--- config.mk ---
export PLATFORM = sky130hd
export DESIGN_NAME = mvm_dot8_sched
export DESIGN_NICKNAME = d
export VERILOG_FILES = /design/src/rtl/mvm_dot8_sched.sv
export SDC_FILE = /design/constraint.sdc
export NUM_CORES = 1
export LEC_CHECK = 0
export ABC_AREA = 1
export CAP_MARGIN = 15
export CORE_ASPECT_RATIO = 0.7
export CORE_UTILIZATION = 45
export CTS_CLUSTER_SIZE = 10
export DETAILED_ROUTE_END_ITERATION = 6
export DONT_BUFFER_PORTS = 1
export PLACE_DENSITY = 0.56
export SLEW_MARGIN = 20
export SYNTH_ARGS = -nofsm -noshare
export SYNTH_HDL_FRONTEND = slang
export SYNTH_SLANG_ARGS = --single-unit
--- constraint.sdc ---
create_clock -name clk -period 4.6 [get_ports clk]
set_input_delay 0.69 -clock clk [delete_from_list [all_inputs] [get_ports clk]]
set_output_delay 0.69 -clock clk [all_outputs]
set_load 0.01 [all_outputs]
--- src/rtl/mvm_dot8_sched.sv ---
// mvm_dot8_sched: sequencer and accumulator around one dot8 lane group.
//
// A job computes one sum per matrix row. Each row is read as cfg_chunks chunks
// of 8 elements, so a job issues cfg_rows * cfg_chunks chunk reads. Finished row
// sums are queued in a small output FIFO with a valid/ready handshake.
//
// The dot8 pipeline cannot be stalled. A credit counter therefore admits a new
// row only when a FIFO slot is reserved for its result, so the FIFO never
// overflows.
//
// Ports:
//   clk, rst                  clock and synchronous active-high reset
//   start                     one-cycle job start (ignored while a job runs)
//   cfg_rows, cfg_chunks      job shape, sampled when start is accepted
//   busy, done                job in progress / one-cycle completion pulse
//   rd_en                     read strobe to the vector and matrix memories
//   vec_raddr, mat_raddr      vector chunk address / matrix chunk address
//   dot_ivalid                rd_en delayed by MEM_LAT cycles, to dot8
//   dot_result, dot_ovalid    chunk result from dot8
//   out_data, out_valid       row sum at the FIFO head / FIFO non-empty
//   out_ready                 consumer accepts out_data
module mvm_dot8_sched #(
  parameter int unsigned ADDRW       = 9,
  parameter int unsigned ROWW        = 8,
  parameter int unsigned CHW         = 6,
  parameter int unsigned MEM_LAT     = 1,
  parameter int unsigned OWIDTH      = 32,
  parameter int unsigned OFIFO_DEPTH = 4
) (
  input  logic              clk,
  input  logic              rst,
  input  logic              start,
  input  logic [ROWW-1:0]   cfg_rows,
  input  logic [CHW-1:0]    cfg_chunks,
  output logic              busy,
  output logic              done,
  output logic              rd_en,
  output logic [ADDRW-1:0]  vec_raddr,
  output logic [ADDRW-1:0]  mat_raddr,
  output logic              dot_ivalid,
  input  logic [OWIDTH-1:0] dot_result,
  input  logic              dot_ovalid,
  output logic [OWIDTH-1:0] out_data,
  output logic              out_valid,
  input  logic              out_ready
);

  localparam int unsigned PW = (OFIFO_DEPTH > 1) ? $clog2(OFIFO_DEPTH) : 1;
  localparam int unsigned CW = $clog2(OFIFO_DEPTH + 1);

  typedef enum logic [1:0] {StIdle, StIssue, StWait} state_e;

  state_e            state_q, state_d;
  logic [ROWW-1:0]   rows_q;
  logic [CHW-1:0]    chunks_q;
  logic [ROWW-1:0]   row_q;
  logic [CHW-1:0]    chunk_q;
  logic [ADDRW-1:0]  lin_q;
  logic [CW-1:0]     credits_q;
  logic [MEM_LAT-1:0] iv_sr_q, iv_sr_d;
  logic [CHW-1:0]    res_chunk_q;
  logic [OWIDTH-1:0] acc_q;
  logic [ROWW-1:0]   rows_done_q;
  logic [OWIDTH-1:0] fifo_q [OFIFO_DEPTH];
  logic [PW-1:0]     wr_ptr_q, rd_ptr_q;
  logic [CW-1:0]     count_q;

  logic              start_ok, job_empty, issue, issue_first;
  logic              last_chunk, last_row, res_last, push, pop, last_push;
  logic [OWIDTH-1:0] acc_sum;

  assign start_ok    = start && (state_q == StIdle);
  assign job_empty   = (rows_q == '0) || (chunks_q == '0);
  assign last_chunk  = (chunk_q == chunks_q - CHW'(1));
  assign last_row    = (row_q == rows_q - ROWW'(1));
  // Chunk 0 of a row needs a credit; the remaining chunks of that row never stall.
  assign issue       = (state_q == StIssue) && ((chunk_q != '0) || (credits_q != '0));
  assign issue_first = issue && (chunk_q == '0);

  assign rd_en     = issue;
  assign vec_raddr = ADDRW'(chunk_q);
  assign mat_raddr = lin_q;

  // Result side: chunk 0 restarts the row sum, the last chunk pushes it.
  assign res_last  = (res_chunk_q == chunks_q - CHW'(1));
  assign acc_sum   = (res_chunk_q == '0) ? dot_result : acc_q + dot_result;
  assign push      = dot_ovalid && res_last;
  assign last_push = push && (rows_done_q == rows_q - ROWW'(1));

  assign out_valid = (count_q != '0);
  assign out_data  = out_valid ? fifo_q[rd_ptr_q] : '0;
  assign pop       = out_valid && out_ready;

  always_comb begin
    state_d = state_q;
    done    = 1'b0;
    unique case (state_q)
      StIdle: begin
        if (start_ok) begin
          state_d = ((cfg_rows == '0) || (cfg_chunks == '0)) ? StWait : StIssue;
        end
      end
      StIssue: begin
        if (issue && last_chunk && last_row) state_d = StWait;
      end
      StWait: begin
        // An empty job finishes immediately; otherwise wait for the final row push.
        if (job_empty || last_push) begin
          done    = 1'b1;
          state_d = StIdle;
        end
      end
      default: state_d = StIdle;
    endcase
    busy = (state_q != StIdle) && !done;
  end

  always_ff @(posedge clk) begin
    if (rst) begin
      state_q   <= StIdle;
      rows_q    <= '0;
      chunks_q  <= '0;
      row_q     <= '0;
      chunk_q   <= '0;
      lin_q     <= '0;
      credits_q <= CW'(OFIFO_DEPTH);
    end else begin
      state_q <= state_d;
      if (start_ok) begin
        rows_q   <= cfg_rows;
        chunks_q <= cfg_chunks;
        row_q    <= '0;
        chunk_q  <= '0;
        lin_q    <= '0;
      end else if (issue) begin
        lin_q <= lin_q + ADDRW'(1);
        if (last_chunk) begin
          chunk_q <= '0;
          row_q   <= row_q + ROWW'(1);
        end else begin
          chunk_q <= chunk_q + CHW'(1);
        end
      end
      // A credit is taken when a row is admitted and returned when its sum leaves.
      case ({issue_first, pop})
        2'b10:   credits_q <= credits_q - CW'(1);
        2'b01:   credits_q <= credits_q + CW'(1);
        default: ;
      endcase
    end
  end

  // dot_ivalid tracks rd_en through the memory read latency.
  if (MEM_LAT == 1) begin : g_lat_one
    assign iv_sr_d = rd_en;
  end else begin : g_lat_multi
    assign iv_sr_d = {iv_sr_q[MEM_LAT-2:0], rd_en};
  end

  always_ff @(posedge clk) begin
    if (rst) iv_sr_q <= '0;
    else     iv_sr_q <= iv_sr_d;
  end

  assign dot_ivalid = iv_sr_q[MEM_LAT-1];

  always_ff @(posedge clk) begin
    if (rst) begin
      res_chunk_q <= '0;
      acc_q       <= '0;
      rows_done_q <= '0;
    end else begin
      if (start_ok) rows_done_q <= '0;
      if (dot_ovalid) begin
        if (res_last) begin
          res_chunk_q <= '0;
          rows_done_q <= rows_done_q + ROWW'(1);
        end else begin
          res_chunk_q <= res_chunk_q + CHW'(1);
          acc_q       <= acc_sum;
        end
      end
    end
  end

  always_ff @(posedge clk) begin
    if (rst) begin
      for (int i = 0; i < OFIFO_DEPTH; i++) fifo_q[i] <= '0;
      wr_ptr_q <= '0;
      rd_ptr_q <= '0;
      count_q  <= '0;
    end else begin
      if (push) begin
        fifo_q[wr_ptr_q] <= acc_sum;
        wr_ptr_q         <= wr_ptr_q + PW'(1);
      end
      if (pop) rd_ptr_q <= rd_ptr_q + PW'(1);
      case ({push, pop})
        2'b10:   count_q <= count_q + CW'(1);
        2'b01:   count_q <= count_q - CW'(1);
        default: ;
      endcase
    end
  end

endmodule

* Word-level counts from Yosys, hierarchy flattened
Memory sizes are Yosys's and may differ from the RTL's. A register that Yosys moved wholly into a read port is not among the register bits. Index checks and enable logic that the tools add are counted.
Storage, ports and cells: bits in writable memories 128, input bits 51, register bits after elaboration 96, logic and storage cells 101, memories kept 1
Memories:
- fifo_q | words 4, bits a word 32, rd ports 1, clocked after memory_dff 1, wr ports 4, line 64 | logic [OWIDTH-1:0] fifo_q [OFIFO_DEPTH];
Cells by class: equal/unequal tests 13, add/subtract/negate cells 14, bitwise operators 1, reduce and logical (&&, ||, !) cells 32, mux-type cells 26
Operator list (number):
- $mux W32 | 3
- $add A32 B32 Y32 | 1
- $reduce_or A32 Y1 | 1
- $logic_not A6 Y1 | 4
- $mux W8 | 3
- $add A8 B1 Y8 const B | 2
- $eq A8 B8 Y1 | 2
- $logic_not A8 Y1 | 2
- $mux W2 | 7
- $add A6 B1 Y6 const B | 2
- $eq A6 B6 Y1 | 2
- $mux W6 | 2
- $pmux W3 S2 | 2
- $add A9 B1 Y9 const B | 1
- $logic_and A1 B1 Y1 | 9
- $mux W1 | 8
- $sub A8 B1 Y8 const B | 1
- $add A3 B1 Y3 const B | 2
- $eq A2 B1 Y1 const B | 3
- $eq A2 B2 Y1 const B | 3
- $pmux W2 S3 | 1
- $reduce_bool A2 Y1 | 3
- $reduce_bool A3 Y1 | 2
- $reduce_bool A6 Y1 | 1
- 12 further kinds | 19

* Longest topological paths before layout
Gate-level depths: netlist of the first run.
depth in word-level cells 9, mapped depth 19, mapped depth without buffers 19

* Least setup slack after synthesis of the first run
OpenSTA, ideal clock, no wires.
path kind reg2reg, from register chunks_q[1], to memory fifo_q[2][0] (enable), data arrival time 2614 ps, stages on the path, launching flop included 19, library setup time 389 ps, slack 1596 ps, path through dfxtp_1 > inv_1 > ha_1 > inv_1 > nand2_1 > nand2_1 > nand2_1 > a21oi_1 > nand2_1 > inv_1 > nand2_1 > nor2_4 > nand2_4 > inv_6 > nand2_4 > nor2_4 > inv_2 > buf_6 > nand2_1
RTL lines:
- start, declared | line 55 | logic [CHW-1:0] chunks_q;
- start signal, assigned | line 131 | chunks_q <= cfg_chunks;
- end, declared | line 64

* Worst setup path after layout of the first run
from register rows_q[0], to output port busy
On the way: cells in the longest elaborated chain, start to end 8, elaborated cells between the ends (all ways) 10, those cells by class add/sub (1); eq/ne (1); mux (2); reduce/logical (6)
Ends and longest elaborated chain:
- start, declared | line 54 | logic [ROWW-1:0] rows_q;
- start signal, assigned | line 130 | rows_q <= cfg_rows;
- $sub A8 B1 Y8 | line 88 | assign last_push = push && (rows_done_q == rows_q - ROWW'(1));
- $eq A8 B8 Y1 | line 88
- $logic_and A1 B1 Y1 | line 88
- $logic_or A1 B1 Y1 * | line 108 | if (job_empty || last_push) begin
- $mux W1 * | line 108
- $mux W1 * | line 97 | unique case (state_q)
- via done | line 36 | output logic done,
- $logic_not A1 Y1 * | line 115 | busy = (state_q != StIdle) && !done;
- $logic_and A1 B1 Y1 * | line 115
- end, declared | line 35 | output logic busy,
The timed path passes the listed nets; every way through them passes the cells marked *.

==> results_dict.tcl, run 1 <==
set metrics [dict create \
    start_kind "flip-flop" \
    yosys_warnings 0 \
    fill_cells 2711 \
    synth_area_leaders "edfxtp_1 30%, dfxtp_1 15%, nor2_1 11%" \
    fmax_ghz 0.278 \
    drive_gt1_frac 0.0467 \
    wl_per_cell_um 17.7 \
    clock_sinks 226 \
    cts_buffer_depth 3 \
    ys.flop_type "edfxtp_1" \
    synth_top_area_share 0.300 \
    crit_chain "inv_1, ha_1, nand4_1, nand3_1, nand2_1, nor2_1, nand2_1, nor2_1, nand2_1, a21boi_0, nor2_1" \
    ys_seq_elements 226 \
    drcViolationCount 0 \
    cpPeakStageDelay_ns 0.41 \
    path_class "reg2out" \
    seq_area_frac_synth 0.453 \
    worstHoldPathType "in2reg" \
    maxCapViolations 0 \
    finalSetupTns_ns 0 \
    place.gp.congestion 0.935 \
    setup_ws_ns 1.00 \
    cts_resized 0 \
    vias 11080 \
    place_ws_ns 1.03 \
    cts-root-buf "clkbuf_16" \
    syn_area_per_cell_um2 7.58 \
    placedCellCount 2013 \
    cts_tree "built" \
    synth_edf_count 128 \
    diodes 0 \
    hold_viol 0 \
    rr_worst_depth 18 \
    clk_latency_ns 0.56 \
    end_kind "primary output" \
    grt_max_degree 65 \
    critPathTopFamily "simple AND/OR/NAND/NOR gates" \
    cp.required_ns 3.91 \
    hpwl_um 25900 \
    grt_pass1_vias 9895 \
    start_util 0.459 \
    hold_start "rst" \
    setup_violations 0 \
    layoutNonFillerInstCount 2062 \
    grt_overflow 0 \
    total_power_w 0.00650 \
    async_reset_ff_frac 0 \
    peakVddDrop_uv 262 \
    cp_max_fo 8 \
    io_pins 106 \
    placed_cell_area_mm2 0.0131 \
    htreeDepth 1 \
    portBuffers 0 \
    die_width_um 204 \
    reg2reg_from "chunks_q[0]" \
    cts-hold-fix-buffers 0 \
    cp.arrival_ns 2.91 \
    syn-instance-count 1689 \
    ant_nets 0 \
    drt-initial-drc-count 865 \
    maxSlewHeadroom 0.238 \
    numCtsBuffers 27 \
    drt-total-wl_um 36600 \
    fin_area_mm2 0.0140 \
    gr-usage-all-layers 0.252 \
    r2r_slack_ns 1.04 \
    core_mm2 0.0279 \
    grt_pass1_wl_um 56200 \
    dr.pass1.iters 6 \
    pwr_density_cell_mw_per_mm2 465 \
    clkTransAtPathRegs_ns 0.06 \
    worst_r2r_endpoint "fifo_q[2][6]" \
    chipHeight_um 143 \
    dieArea_mm2 0.0292 \
    fin_crit_sh 0.782 \
    syn2layout_area_growth_pct 9.02 \
    path_buf_inv 1 \
    worst-slew-pin-transition_ns 1.13 \
    postCtsSetupBuffers 0 \
    nets 1769 \
    critPathSlowestCell "a21boi_0" \
    routed_via_density 5.37 \
    num_rows 51 \
    yosysTopAreaCell "edfxtp_1" \
    final_max_slew_viol_count 0 \
    min_to "state_q[0]" \
    antenna_found_initial 1 \
    holdPathStages 1 \
    rsz0062_at_grt "false" \
    fin_skew_ns 0.0113 \
    status "completed" \
    min_period_ns 3.60 \
    syn-cell-area_mm2 0.0128 \
    p_leak_nw 5.81 \
    synth.distinct_cells 49 \
]
## per-layer routing
layer  up-vias  track usage  share of wire
li1       5528            -              -
met5         -            0              0
met4         0       0.0423          0.014
met2       342        0.332           0.38
met3        38       0.0616          0.090
met1      5172        0.406           0.52
## worst max path at each step
stage,from,end,slack (ns),cells after the start
3_5_place_dp,chunks_q[0],fifo_q[2][7],1.03,18
4_1_cts,chunks_q[0],busy,0.99,14
5_1_grt,rows_q[0],busy,0.70,11
2_1_floorplan,chunks_q[1],fifo_q[2][0],1.60,18
6_report,rows_q[0],busy,1.00,11
3_3_place_gp,chunks_q[0],fifo_q[2][7],1.18,18
## registers in the layout, indices dropped and copies added (netlist names), 6 cells and up, named ones only
signal	flops
chunk_q	6
acc_q	32
mat_raddr	9
rows_done_q	8
res_chunk_q	6
row_q	8
chunks_q	6
rows_q	8
fifo_q	128
## power by group
part           switching, W  internal (W)
Clock              0.000852       0.00123
Sequential         0.000124       0.00228
Combinational       0.00144      0.000574
Total               0.00242       0.00408
## cells by family (layout without fill, tap and decap cells)
kind of cell    after synthesis  in the layout  share of synthesized area
simple gates                826            826                      0.269
compound gates              313            313                      0.130
buf+inv                     238            238                     0.0735
flops                       226            226                      0.453
fa+ha+maj                    47             47                     0.0477
xor+xnor                     35             35                     0.0239
mux                           3              3                    0.00234
other cells                   1              3                   0.000293
## synth_stat cells (all sizes together) (5+ instances only)
| cell | number |
|---|---|
| a21boi | 5 |
| a21o | 6 |
| a21oi | 124 |
| a31oi | 7 |
| and2 | 8 |
| buf | 20 |
| clkbuf | 43 |
| dfxtp | 98 |
| edfxtp | 128 |
| ha | 44 |
| inv | 172 |
| nand2 | 293 |
| nand3 | 89 |
| nand3b | 8 |
| nand4 | 13 |
| nor2 | 377 |
| nor3 | 24 |
| nor4 | 5 |
| o21a | 5 |
| o21ai | 148 |
| o21bai | 6 |
| or2 | 5 |
| xnor2 | 7 |
| xor2 | 28 |
## placed cells by master, fill, tap and decap left out, types with 17 or more instances in the layout
master     instances
nand3_1           89
clkbuf_16         27
nand2_1          289
dfxtp_1           97
inv_1            166
nor3_1            23
a21oi_1          123
edfxtp_1         128
xor2_1            28
o21ai_0          148
ha_1              44
nor2_1           362
clkbuf_1          17
## stage by stage
step	hold slack, ns	utilization
after global placement	0.452	0.471
after CTS	0.169	0.501
after detailed placement	0.460	0.471
after global routing	0.167	0.501
after floorplan	0.436	-
final	0.194	0.501
## area by class of cell
| type | count | area [µm²] | area share |
|---|---|---|---|
| Multi-Input combinational cell | 1227 | 6070 | 0.435 |
| Sequential cell | 226 | 5810 | 0.416 |
| Clock buffer | 45 | 753 | 0.0539 |
| Inverter | 175 | 662 | 0.0474 |
| Tap cell | 371 | 464 | 0.0332 |
| Timing Repair Buffer | 14 | 118 | 0.00842 |
| Clock inverter | 4 | 85.1 | 0.00609 |
No activity file was read; power rests on OpenSTA's default activity.
==> inputs of run 2 (changes only) <==
--- a/config.mk
+++ b/config.mk
@@ -12,7 +12,7 @@
 export CTS_CLUSTER_SIZE = 10
 export DETAILED_ROUTE_END_ITERATION = 6
 export DONT_BUFFER_PORTS = 1
-export PLACE_DENSITY = 0.56
+export PLACE_DENSITY = 0.58
 export SLEW_MARGIN = 20
 export SYNTH_ARGS = -nofsm -noshare
 export SYNTH_HDL_FRONTEND = slang
==> constraint.sdc (replaced) <==
create_clock -name clk -period 2.89 [get_ports clk]
set_input_delay 0.4335 -clock clk [delete_from_list [all_inputs] [get_ports clk]]
set_output_delay 0.4335 -clock clk [all_outputs]
set_load 0.01 [all_outputs]
==> run 2 against run 1 <==
  * Cell area is 4.0% higher
  * Critical path depth is the same
  * Clock power up 53%
  * Non-clock buffer count up 62
  * Combinational power grew 78%
  * Setup slack worse by 0.88 ns
  * First-iteration DRC count is 1.2% higher
  * Worst hold slack worse by 0.17 ns
  * Die area unchanged
  * Global-route usage hardly changed
  * Sequential power is 59% higher
  * Critical path type unchanged
==> results_dict.tcl, run 2 (synthesis gave the netlist of run 1 again) <==
set metrics [dict create \
    ant_nets 0 \
    fin_crit_sh 0.957 \
    clkTransAtPathRegs_ns 0.06 \
    dr.pass1.iters 5 \
    start_util 0.459 \
    p_leak_nw 6.14 \
    drt-total-wl_um 36800 \
    portBuffers 0 \
    drive_gt1_frac 0.0908 \
    final_util 0.521 \
    cp_max_fo 7 \
    gr-usage-all-layers 0.252 \
    hpwl_um 26200 \
    min_period_ns 2.77 \
    start_kind "flip-flop" \
    htreeDepth 1 \
    fin_skew_ns 0.0145 \
    maxCapViolations 0 \
    numCtsBuffers 27 \
    final_max_slew_viol_count 0 \
    pwr_density_cell_mw_per_mm2 730 \
    setup_violations 0 \
    cp.required_ns 2.46 \
    grt_pass1_wl_um 56400 \
    dieArea_mm2 0.0292 \
    peakVddDrop_uv 410 \
    rsz0062_at_grt "true" \
    clock_sinks 226 \
    grt_pass1_vias 9956 \
    die_width_um 204 \
    end_kind "primary output" \
    nets 1831 \
    worst-slew-pin-transition_ns 1.04 \
    diodes 0 \
    syn2layout_area_growth_pct 13.4 \
    maxSlewHeadroom 0.300 \
    cp.arrival_ns 2.33 \
    antenna_found_initial 0 \
    fill_cells 2661 \
    clk_latency_ns 0.56 \
    cts_tree "built" \
    fmax_ghz 0.362 \
    hold_viol 0 \
    finalSetupTns_ns 0 \
    drt-initial-drc-count 875 \
    grt_overflow 0 \
    largest_reg_flops 128 \
    wl_per_cell_um 17.3 \
    cts_buffer_depth 3 \
    drcViolationCount 0 \
    regMostFlops "fifo_q" \
    num_rows 51 \
    place.gp.congestion 0.935 \
    path_class "reg2out" \
    layout_commonest_cell "nor2_1" \
    grt_max_degree 65 \
    routed_via_density 5.26 \
    layout_common_cells "357 x nor2_1, 282 x nand2_1, 165 x inv_1" \
    vias 11156 \
    status "completed" \
    cts-root-buf "clkbuf_16" \
    core_mm2 0.0279 \
    worstHoldPathType "in2reg" \
    io_pins 106 \
    chipHeight_um 143 \
]
run 2: cell types whose count changed in the layout (fill, tap and decap cells not counted), sizes merged:
cell,previous run,this run
buf,14,75
clkbuf,45,43
bufinv,2,1
dlygate4sd3,0,1
inv,173,174
run 2: layout make-up:
| class | instances | area (µm²) | area share |
|---|---|---|---|
| multi-input combinational | 1227 | 6140 | 0.422 |
| sequential | 226 | 5810 | 0.400 |
| clock buffer | 43 | 736 | 0.0506 |
| inverter | 175 | 663 | 0.0456 |
| timing repair buffer | 76 | 656 | 0.0451 |
| tap | 371 | 464 | 0.0319 |
| clock inverter | 4 | 62.6 | 0.00431 |
run 2: layer usage:
layer / GRT usage / part of all wire / routed length, µm / vias to the layer above
met5: 0 / 0 / 0 / -
met4: 0.0514 / 0.018 / 649 / 0
met3: 0.0616 / 0.089 / 3260 / 42
met2: 0.335 / 0.38 / 14100 / 333
met1: 0.400 / 0.51 / 18800 / 5123
li1: - / - / - / 5658
run 2: worst paths after layout:
| check | slack [ns] | startpoint | end | cells after the start |
|---|---|---|---|---|
| hold / removal | 0.03 | cfg_rows[2] | rows_q[2] | 2 |
| setup / recovery | 0.12 | rows_q[2] | done | 11 |
| hold reg to reg | 0.48 | count_q[2] | count_q[2] | 2 |
| setup reg to reg | 0.28 | acc_q[0] | fifo_q[0][30] | 14 |
run 2: per-stage QoR:
stage | power, W | hold slack (ns) | setup WS, ns | instances | cell area [µm²]
after floorplan | 0.00618 | 0.437 | 0.194 | 1691 | 12800
after global placement | 0.00735 | 0.451 | 0.175 | 2072 | 13600
after detailed placement | 0.00738 | 0.467 | 0.161 | 2072 | 13600
after CTS | 0.0106 | 0.00687 | 0.0330 | 2121 | 14500
after global routing | 0.0113 | 0.0116 | -0.0238 | 2122 | 14500
final | 0.0106 | 0.0278 | 0.124 | 2122 | 14500
run 2: timing repair:
item	CTS	global route
setup buffers	1	1
hold buffers	1	0
pin swaps	2	5
endpoints found under the setup margin	10	5
cloned	0	0
resized for setup	10	15
endpoints found under the hold margin	7	0
run 2: critical path, cell delays in order, from the launching register on:
cell,delay (ns)
dfxtp_1,0.38
nor2_2,0.26
and2_1,0.18
nand2_1,0.07
nand3_1,0.07
nand2_1,0.05
nor2_1,0.10
nand2_1,0.09
nor2_2,0.18
nand2_2,0.09
a21boi_2,0.16
buf_4,0.14
run 2: power by group:
| group | internal [W] | switching (W) | leakage [nW] |
|---|---|---|---|
| sequential | 0.00364 | 0.000204 | 2.13 |
| combinational | 0.00122 | 0.00237 | 3.63 |
| clock | 0.00183 | 0.00135 | 0.382 |
==> inputs of run 3 (changes only) <==
--- a/config.mk
+++ b/config.mk
@@ -12,7 +12,8 @@
 export CTS_CLUSTER_SIZE = 10
 export DETAILED_ROUTE_END_ITERATION = 6
 export DONT_BUFFER_PORTS = 1
-export PLACE_DENSITY = 0.58
+export GPL_TIMING_DRIVEN = 0
+export PLACE_DENSITY_LB_ADDON = 0.12
 export SLEW_MARGIN = 20
 export SYNTH_ARGS = -nofsm -noshare
 export SYNTH_HDL_FRONTEND = slang
==> run 3 against run 2 <==
  * Clock skew grew 0.011 ns
  * Final cell count is essentially flat
  * Clock-buffer cell count grew 3
  * Critical path depth shrank 7
  * Sequential power is essentially flat
  * Global-route usage grew 2.0 points
  * Critical path type unchanged
  * Critical endpoint is now out_data[22]
==> results_dict.tcl, run 3 (synthesis gave the netlist of run 1 again) <==
set metrics [dict create \
    portBuffers 0 \
    p_clk_frac 0.297 \
    cts_buffer_depth 3 \
    grt_use_met3 0.0685 \
    maxCapViolations 0 \
    clkTransAtPathRegs_ns 0.06 \
    setup_violations 0 \
    hold_viol 0 \
    crit_chain "nor3_2, buf_4, clkbuf_1, a21oi_1" \
    path_class "reg2out" \
    diodes 0 \
    start_kind "flip-flop" \
    io_pins 106 \
    place.gp.congestion 0.961 \
    cp.arrival_ns 2.34 \
    cts-root-buf "clkbuf_16" \
    layout_commonest_cell "nor2_1" \
    grt_overflow 0 \
    critPathSlowestCell "clkbuf_1" \
    chipHeight_um 143 \
    ant_nets 0 \
    worst-slew-pin-transition_ns 1.01 \
    reg2reg_from "chunk_q[0]" \
    grt_pass1_wl_um 60000 \
    drt-initial-drc-count 1063 \
    dieArea_mm2 0.0292 \
    seqPwrFrac 0.366 \
    end_kind "primary output" \
    min_to "rows_q[2]" \
    die_width_um 204 \
    setup_ws_ns 0.121 \
    core_mm2 0.0279 \
    rsz0062_at_grt "true" \
    hpwl_um 28900 \
    top_usage_layer "met1" \
    start_util 0.459 \
    regMostFlops "fifo_q" \
    r2r_slack_ns 0.15 \
    final_max_slew_viol_count 0 \
    p_leak_nw 6.00 \
    drive_gt1_frac 0.0867 \
    holdPathStages 2 \
    power_frac_comb 0.337 \
    path_buf_inv 2 \
    htreeDepth 1 \
    hold_start "cfg_rows[2]" \
    cts-hold-fix-buffers 0 \
    nets 1832 \
    grt_max_degree 19 \
    drt-total-wl_um 39900 \
    fmax_ghz 0.361 \
    largest_reg_flops 128 \
    min_period_ns 2.77 \
    holdWs_ns 0.0127 \
    rr_worst_depth 15 \
    switching_share 0.387 \
    syn2layout_area_growth_pct 13.5 \
    use_met2 0.369 \
    grt_pass1_vias 10242 \
    numCtsBuffers 27 \
    num_rows 51 \
    power_switching_w 0.00408 \
    fin_skew_ns 0.0255 \
    antenna_found_initial 0 \
    worstHoldPathType "in2reg" \
    clock_sinks 226 \
    dr.pass1.iters 5 \
    total_power_w 0.0105 \
    place_ws_ns -0.606 \
    pwr_density_cell_mw_per_mm2 725 \
    cp_max_fo 10 \
    cp.required_ns 2.46 \
    fill_cells 2673 \
    vias 11414 \
    layout_common_cells "356 x nor2_1, 282 x nand2_1, 163 x inv_1" \
    fin_crit_sh 0.958 \
    internal_power_w 0.00646 \
    wl_per_cell_um 18.8 \
    cpPeakStageDelay_ns 0.58 \
    peakVddDrop_uv 460 \
    critPathTopFamily "buffers and inverters" \
    routed_via_density 5.37 \
    grtUsageMet1 0.433 \
    gr-usage-all-layers 0.272 \
    status "completed" \
    maxSlewHeadroom 0.328 \
    worst_r2r_endpoint "credits_q[2]" \
    drcViolationCount 0 \
    clk_latency_ns 0.57 \
    cts_tree "built" \
]
-- run 3: timing repair --
item / 4_1_cts / 5_1_grt
gates resized for setup: 34 / 54
buffers inserted: 8 / 0
pin swaps: 3 / 3
setup endpoints to repair: 148 / 165
gates cloned: 3 / 2
-- run 3: layout make-up --
cell class / count / area, µm² / share of cell area
tap: 371 / 464 / 0.0319
timing repair buffer: 10 / 145 / 0.00999
clock buffer: 46 / 757 / 0.0521
inverter: 175 / 671 / 0.0461
buffer: 62 / 305 / 0.0210
clock inverter: 2 / 28.8 / 0.00198
multi-input combinational: 1232 / 6350 / 0.437
sequential: 226 / 5820 / 0.400
-- run 3: worst max path at each step --
| stage | startpoint | end | slack, ns | depth (start not counted) |
|---|---|---|---|---|
| finish | count_q[0] | out_data[22] | 0.12 | 4 |
| global route | chunks_q[1] | busy | -0.03 | 13 |
| global placement | chunks_q[0] | fifo_q[2][11] | -0.56 | 18 |
| CTS | rows_q[0] | busy | 0.02 | 10 |
| floorplan | chunks_q[1] | fifo_q[2][0] | 0.19 | 18 |
| detailed placement | chunks_q[0] | fifo_q[2][11] | -0.61 | 18 |
-- run 3: per-stage QoR --
stage | util | TNS (ns) | cell area (µm²) | instances
floorplan | - | 0 | 12800 | 1691
global placement | 0.477 | -73.38 | 13300 | 2062
detailed placement | 0.478 | -60.95 | 13300 | 2064
CTS | 0.515 | 0 | 14400 | 2122
global route | 0.521 | -0.0276 | 14500 | 2124
finish | 0.521 | 0 | 14500 | 2124
-- run 3: power by group through the flow --
stage	registers, W	logic, W	clock network (W)
2_1_floorplan	0.00384	0.00235	0
3_3_place_gp	0.00390	0.00325	0
3_5_place_dp	0.00390	0.00331	0
4_1_cts	0.00384	0.00341	0.00318
5_1_grt	0.00389	0.00394	0.00331
6_report	0.00386	0.00355	0.00313
-- run 3: metal layers --
| metal | vias to the layer above | share of wire |
|---|---|---|
| met5 | - | 0 |
| met4 | 0 | 0.0098 |
| met3 | 34 | 0.11 |
| met2 | 431 | 0.39 |
| met1 | 5277 | 0.49 |
| li1 | 5672 | - |
==> patch 1: new RTL, settings of run 2 <==
Encoding of `state_e`: now one-hot (3 bits for 3 states).
--- a/src/rtl/mvm_dot8_sched.sv
+++ b/src/rtl/mvm_dot8_sched.sv
@@ -48,7 +48,7 @@
   localparam int unsigned PW = (OFIFO_DEPTH > 1) ? $clog2(OFIFO_DEPTH) : 1;
   localparam int unsigned CW = $clog2(OFIFO_DEPTH + 1);
 
-  typedef enum logic [1:0] {StIdle, StIssue, StWait} state_e;
+  typedef enum logic [2:0] {StIdle = 3'b001, StIssue = 3'b010, StWait = 3'b100} state_e;
 
   state_e            state_q, state_d;
   logic [ROWW-1:0]   rows_q;
Behaviour: no difference found for any inputs over 4 cycles, from zero or initial values and one cycle with rst high; so few cycles prove little.
==> patch 1 against run 2 <==
Critical path depth grew 3; area after synthesis grew 0.14%; non-clock buffer count shrank 7; routed wire length grew 4.6%; worst hold slack gained 0.014 ns; fmax grew 0.27%; synthesized cell count is essentially flat; register-to-register slack lost 0.04 ns; cell area shrank 0.42%; setup slack gained 0.0074 ns; via count grew 1.7%; power shrank 6.8%; sequential cell count grew 1; highest routed layer unchanged.
==> patch 1: results (changes against run 2) <==
outcome:
  status: "complete, no violations"  # unchanged
clocking:
  cts_made_buffers: 27  # unchanged
  worstSkewPairLatency_ns: 0.55
  clk_pin_slew_ns: 0.06  # about the same
  htree_levels: 1  # unchanged
  root_buffer: "clkbuf_16"  # unchanged
  clock_path_buffers: 3  # unchanged
critical_path:
  cp.arrival_ns: 2.33  # about the same
  critPathMaxFanout: 6  # was 7
  worst-setup-path-type: "reg -> out"  # unchanged
grt:
  grt_max_degree: 65  # unchanged
  use_met2_pct: 35.4  # was 33.5%
  grtUsageMet1_pct: 41.1  # was 40.0%
  grtUsageTotal_pct: 26.1  # was 25.2%
  antenna_found_initial: 0  # unchanged
  grt_pass1_vias: 10200  # was 9956
  met3_usage_pct: 7.01  # was 6.16%
  grt_pass1_wl_um: 58300  # was 56400 um
finish:
  layout-drive-gt1-share_pct: 8.19  # was 9.08%
  diodes: 0  # unchanged
  nFillCells: 2699  # was 2661
  final_nets: 1824  # was 1831
  largest_reg_flops: 128  # unchanged
  top_register: "fifo_q"  # unchanged
  fin_util_pct: 51.9  # was 52.1%
sta:
  slew_headroom_pct: 32.5  # was 30.0%
  skew_ns: 0.00695  # was 0.0145 ns
placement:
  dp.cells: 2065  # was 2072
  portBuffers: 0  # unchanged
  gp_congestion: 0.941  # was 0.935
  placed_area_um2: 13600  # about the same
  pre_cts_ws_ns: 0.0237  # was 0.161 ns
  dp_hpwl_um: 27300  # was 26200 um
synthesis:
  yosysSeqAreaShare_pct: 45.4  # was 45.3%
  syn_inst: 1688  # was 1689
  synth_area_leaders: "edfxtp_1 (30%), dfxtp_1 (15%), nor2_1 (11%), nand2_1 (8.4%), o21ai_0 (5.7%)"  # was edfxtp_1 (30%), dfxtp_1 (15%), nor2_1 (11%), nand2_1 (8.5%), o21ai_0 (5.8%)
  synth-edff-count: 128  # unchanged
  ys_warn_count: 0  # unchanged
  ys_types: 49  # unchanged
  async_reset_ff_share_pct: 0  # unchanged
  synthTopCellsByCount: "nor2_1 (383), nand2_1 (286), inv_1 (147), o21ai_0 (146), edfxtp_1 (128)"  # was nor2_1 (362), nand2_1 (289), inv_1 (167), o21ai_0 (148), edfxtp_1 (128)
drt:
  routedWlPerCell_um: 18.2  # was 17.3 um
  drt-pass1-iter-count: 5  # unchanged
  routed_wl_um: 38500  # was 36800 um
  drt_iter0_markers: 1090  # was 875
  vias_per_cell: 5.36  # was 5.26
  wl_met3_um: 3540  # was 3260 um
  route.met2.wl_um: 15000  # was 14100 um
  drt-met1-wl_um: 19500  # was 18800 um
  top_layer_used: "met4"  # unchanged
power:
  ir_drop_uv: 452  # was 410 uV
  power.leakage_nw: 6.01  # was 6.14 nW
min_path:
  holdCritPathClass: "in -> reg"  # unchanged
## patch 1: what timing repair did
item                       4_1_cts  5_1_grt
resized for setup               12       15
setup buffers                    1        1
hold endpoints to repair        12        0
pin swaps                        4        8
hold buffers                     1        0
setup endpoints to repair       23       26
## patch 1: critical path: stages, from the launching register on
cell	delay (ns)
dfxtp_2	0.37
inv_2	0.07
ha_4	0.18
inv_1	0.05
nand2_1	0.07
nand2_2	0.11
nand2_1	0.06
nand2_1	0.06
nand2_1	0.05
nor2_1	0.08
nand3_1	0.10
nor2_2	0.18
nand3_2	0.10
a21boi_2	0.17
buf_4	0.14
## patch 1: cell type report
class,instances,area share [%]
flip-flops and latches,227,40.3
inverters,155,4.05
repair buffers,69,3.97
clock buffers,47,5.33
well taps,371,3.21
clock inverters,2,0.190
multi-input cells,1246,42.9
## patch 1: kinds of logic (layout without fill, tap and decap cells)
logic type / Yosys count / after routing / synth area share (%)
and+or+nand+nor: 857 / 857 / 28.1
adders and majority gates: 47 / 47 / 4.76
muxes: 3 / 3 / 0.234
DFF: 227 / 227 / 45.4
other: 1 / 3 / 0.0292
buffers and inverters: 217 / 273 / 6.74
xor gates and xnor gates: 34 / 34 / 2.43
AOI/OAI and AO/OA: 302 / 302 / 12.3
## patch 1: final timing paths
kind                 startpoint             to  slack [ns]  depth (start not counted)
setup / recovery      rows_q[0]           done        0.13                         14
hold reg to reg     rd_ptr_q[0]           flop        0.47                          1
hold / removal    cfg_chunks[3]    chunks_q[3]        0.04                          2
setup reg to reg       acc_q[0]  fifo_q[3][26]        0.24                         14
## patch 1: report_power, final
part           internal (mW)  switching [mW]  total, mW
combinational          0.970            2.01       2.98
sequential              3.62           0.150       3.77
clock                   1.80            1.35       3.15
total                   6.39            3.50       9.89
==> patch 2: new RTL, settings of run 2 <==
Without the edit above. `ADDRW`: 9 -> 10.
--- a/src/rtl/mvm_dot8_sched.sv
+++ b/src/rtl/mvm_dot8_sched.sv
@@ -20,7 +20,7 @@
 //   out_data, out_valid       row sum at the FIFO head / FIFO non-empty
 //   out_ready                 consumer accepts out_data
 module mvm_dot8_sched #(
-  parameter int unsigned ADDRW       = 9,
+  parameter int unsigned ADDRW       = 10,
   parameter int unsigned ROWW        = 8,
   parameter int unsigned CHW         = 6,
   parameter int unsigned MEM_LAT     = 1,
Ports: changed (resized mat_raddr and vec_raddr); port bits go from 106 to 108. No check against the original RTL was run, so the function may have changed too.
==> patch 2 against run 2 <==
Cell count up 1.6%; utilization down 0.25 points; largest cell class unchanged; setup slack better by 0.019 ns; die area up 0.81%; cell area about the same; sequential cell count up 1; clock power down 2%; critical path depth down 5; area after synthesis up 0.82%; power down 10%; routed wire length up 2.5%.
==> patch 2: results (changes against run 2) <==
grt:
  grtUsageTotal_pct: 25.8  # was 25.2%
  grt_pass1_vias: 10300  # was 9956
  grt_pass1_wl_um: 58400  # was 56400 um
floorplan:
  core_um2: 28000  # was 27900 um2
synthesis:
  syn_area_um2: 12900  # was 12800 um2
  ys_types: 42  # was 49
  syn_avg_cell_area_um2: 7.46  # was 7.58 um2
  synthTopCellsByCount: "nor2_1 (370), nand2_1 (304), inv_1 (197), o21ai_0 (157), edfxtp_1 (128)"  # was nor2_1 (362), nand2_1 (289), inv_1 (167), o21ai_0 (148), edfxtp_1 (128)
  yosysSeqAreaShare_pct: 45.1  # was 45.3%
  synth_area_leaders: "edfxtp_1 (30%), dfxtp_1 (15%), nor2_1 (11%), nand2_1 (8.8%), o21ai_0 (6.1%)"  # was edfxtp_1 (30%), dfxtp_1 (15%), nor2_1 (11%), nand2_1 (8.5%), o21ai_0 (5.8%)
placement:
  gp_congestion: 0.972  # was 0.935
  dp.cells: 2098  # was 2072
  dp_hpwl_um: 26300  # was 26200 um
  pre_cts_ws_ns: 0.181  # was 0.161 ns
  placed_area_um2: 13600  # about the same
drt:
  wl_met3_um: 3420  # was 3260 um
  routedWlPerCell_um: 17.5  # was 17.3 um
  drt-met1-wl_um: 19600  # was 18800 um
  routed-via-count: 11300  # was 11200
  route.met2.wl_um: 14300  # was 14100 um
  routed_wl_um: 37700  # was 36800 um
  drt-pass1-iter-count: 7  # was 5
  drt_iter0_markers: 1008  # was 875
sta:
  tightest_slew_ns: 1.05  # was 1.04 ns
  skew_ns: 0.0120  # was 0.0145 ns
power:
  ir_drop_uv: 472  # was 410 uV
  power.leakage_nw: 6.32  # was 6.14 nW
  cell_internal_pwr_mw: 6.24  # was 6.68 mW
finish:
  layout-drive-gt1-share_pct: 7.17  # was 9.08%
  largest_reg_flops: 128  # unchanged
  final_nets: 1862  # was 1831
critical_path:
  r2r_cells: 16  # was 14
  cp.arrival_ns: 2.31  # was 2.33 ns
outcome:
  status: "complete, no violations"  # unchanged
min_path:
  hold_depth: 2  # unchanged
clocking:
  worstSkewPairLatency_ns: 0.54  # was 0.56 ns
  root_buffer: "clkbuf_16"  # unchanged
  htree_levels: 1  # unchanged
[patch 2: changes by cell type after synthesis, sizes merged, moves of 5 or more]
cell	before	now
a21o	6	0
xor2	28	35
o21ai	148	158
nand2	293	305
inv	172	202
nand4	13	8
nand3	89	108
a31oi	7	1
[patch 2: final cells by class]
| type | instances | area [um2] |
|---|---|---|
| Fill cell | 2720 | 13500 |
| Clock inverter | 3 | 30.0 |
| Sequential cell | 227 | 5830 |
| Inverter | 204 | 772 |
| Multi-Input combinational cell | 1240 | 6120 |
| Timing Repair inverter | 1 | 7.51 |
| Timing Repair Buffer | 63 | 538 |
| Tap cell | 371 | 464 |
| Clock buffer | 47 | 761 |
[patch 2: logic make-up after synthesis]
group	share of synthesized area, %
compound gates	12.1
buf+inv	8.02
other cells	0.0290
xor+xnor	3.13
flops	45.1
simple gates	26.7
fa+ha+maj	4.73
mux	0.155
[patch 2: layer usage]
metal	up-vias	GRT usage, %
met1	5199	42.1
met5	-	0
met4	0	3.85
met2	394	34.7
met3	32	4.94
li1	5714	-
[patch 2: what timing repair did]
item,4_1_cts,5_1_grt
gates resized for setup,8,13
gates cloned,0,1
hold buffers,1,0
endpoints found under the setup margin,2,3
endpoints found under the hold margin,5,0
setup buffers,1,5
pin swaps,4,4
[patch 2: power by group through the flow]
| stage | Sequential (mW) | Combinational (mW) | Clock (mW) |
|---|---|---|---|
| 3_3_place_gp | 3.84 | 2.50 | 0 |
| 4_1_cts | 3.78 | 2.55 | 3.18 |
| 5_1_grt | 3.82 | 2.91 | 3.30 |
| 2_1_floorplan | 3.78 | 1.75 | 0 |
| 3_5_place_dp | 3.85 | 2.52 | 0 |
| 6_report | 3.79 | 2.59 | 3.12 |
[patch 2: worst paths after layout]
check / start / endpoint / slack [ns]
setup reg to reg: acc_q[0] / fifo_q[3][22] / 0.31
hold / removal: cfg_chunks[3] / chunks_q[3] / 0.04
setup / recovery: flop / out_data[10] / 0.14
hold reg to reg: rd_ptr_q[0] / flop / 0.47
[patch 2: worst max-delay path, cell delays in order (launching register included)]
cell and delay [ns]:
dfxtp_1 0.52, clkinvlp_4 0.30, buf_4 0.22, nor2_1 0.09, o21ai_0 0.09, a21oi_1 0.35
buf_4 0.20
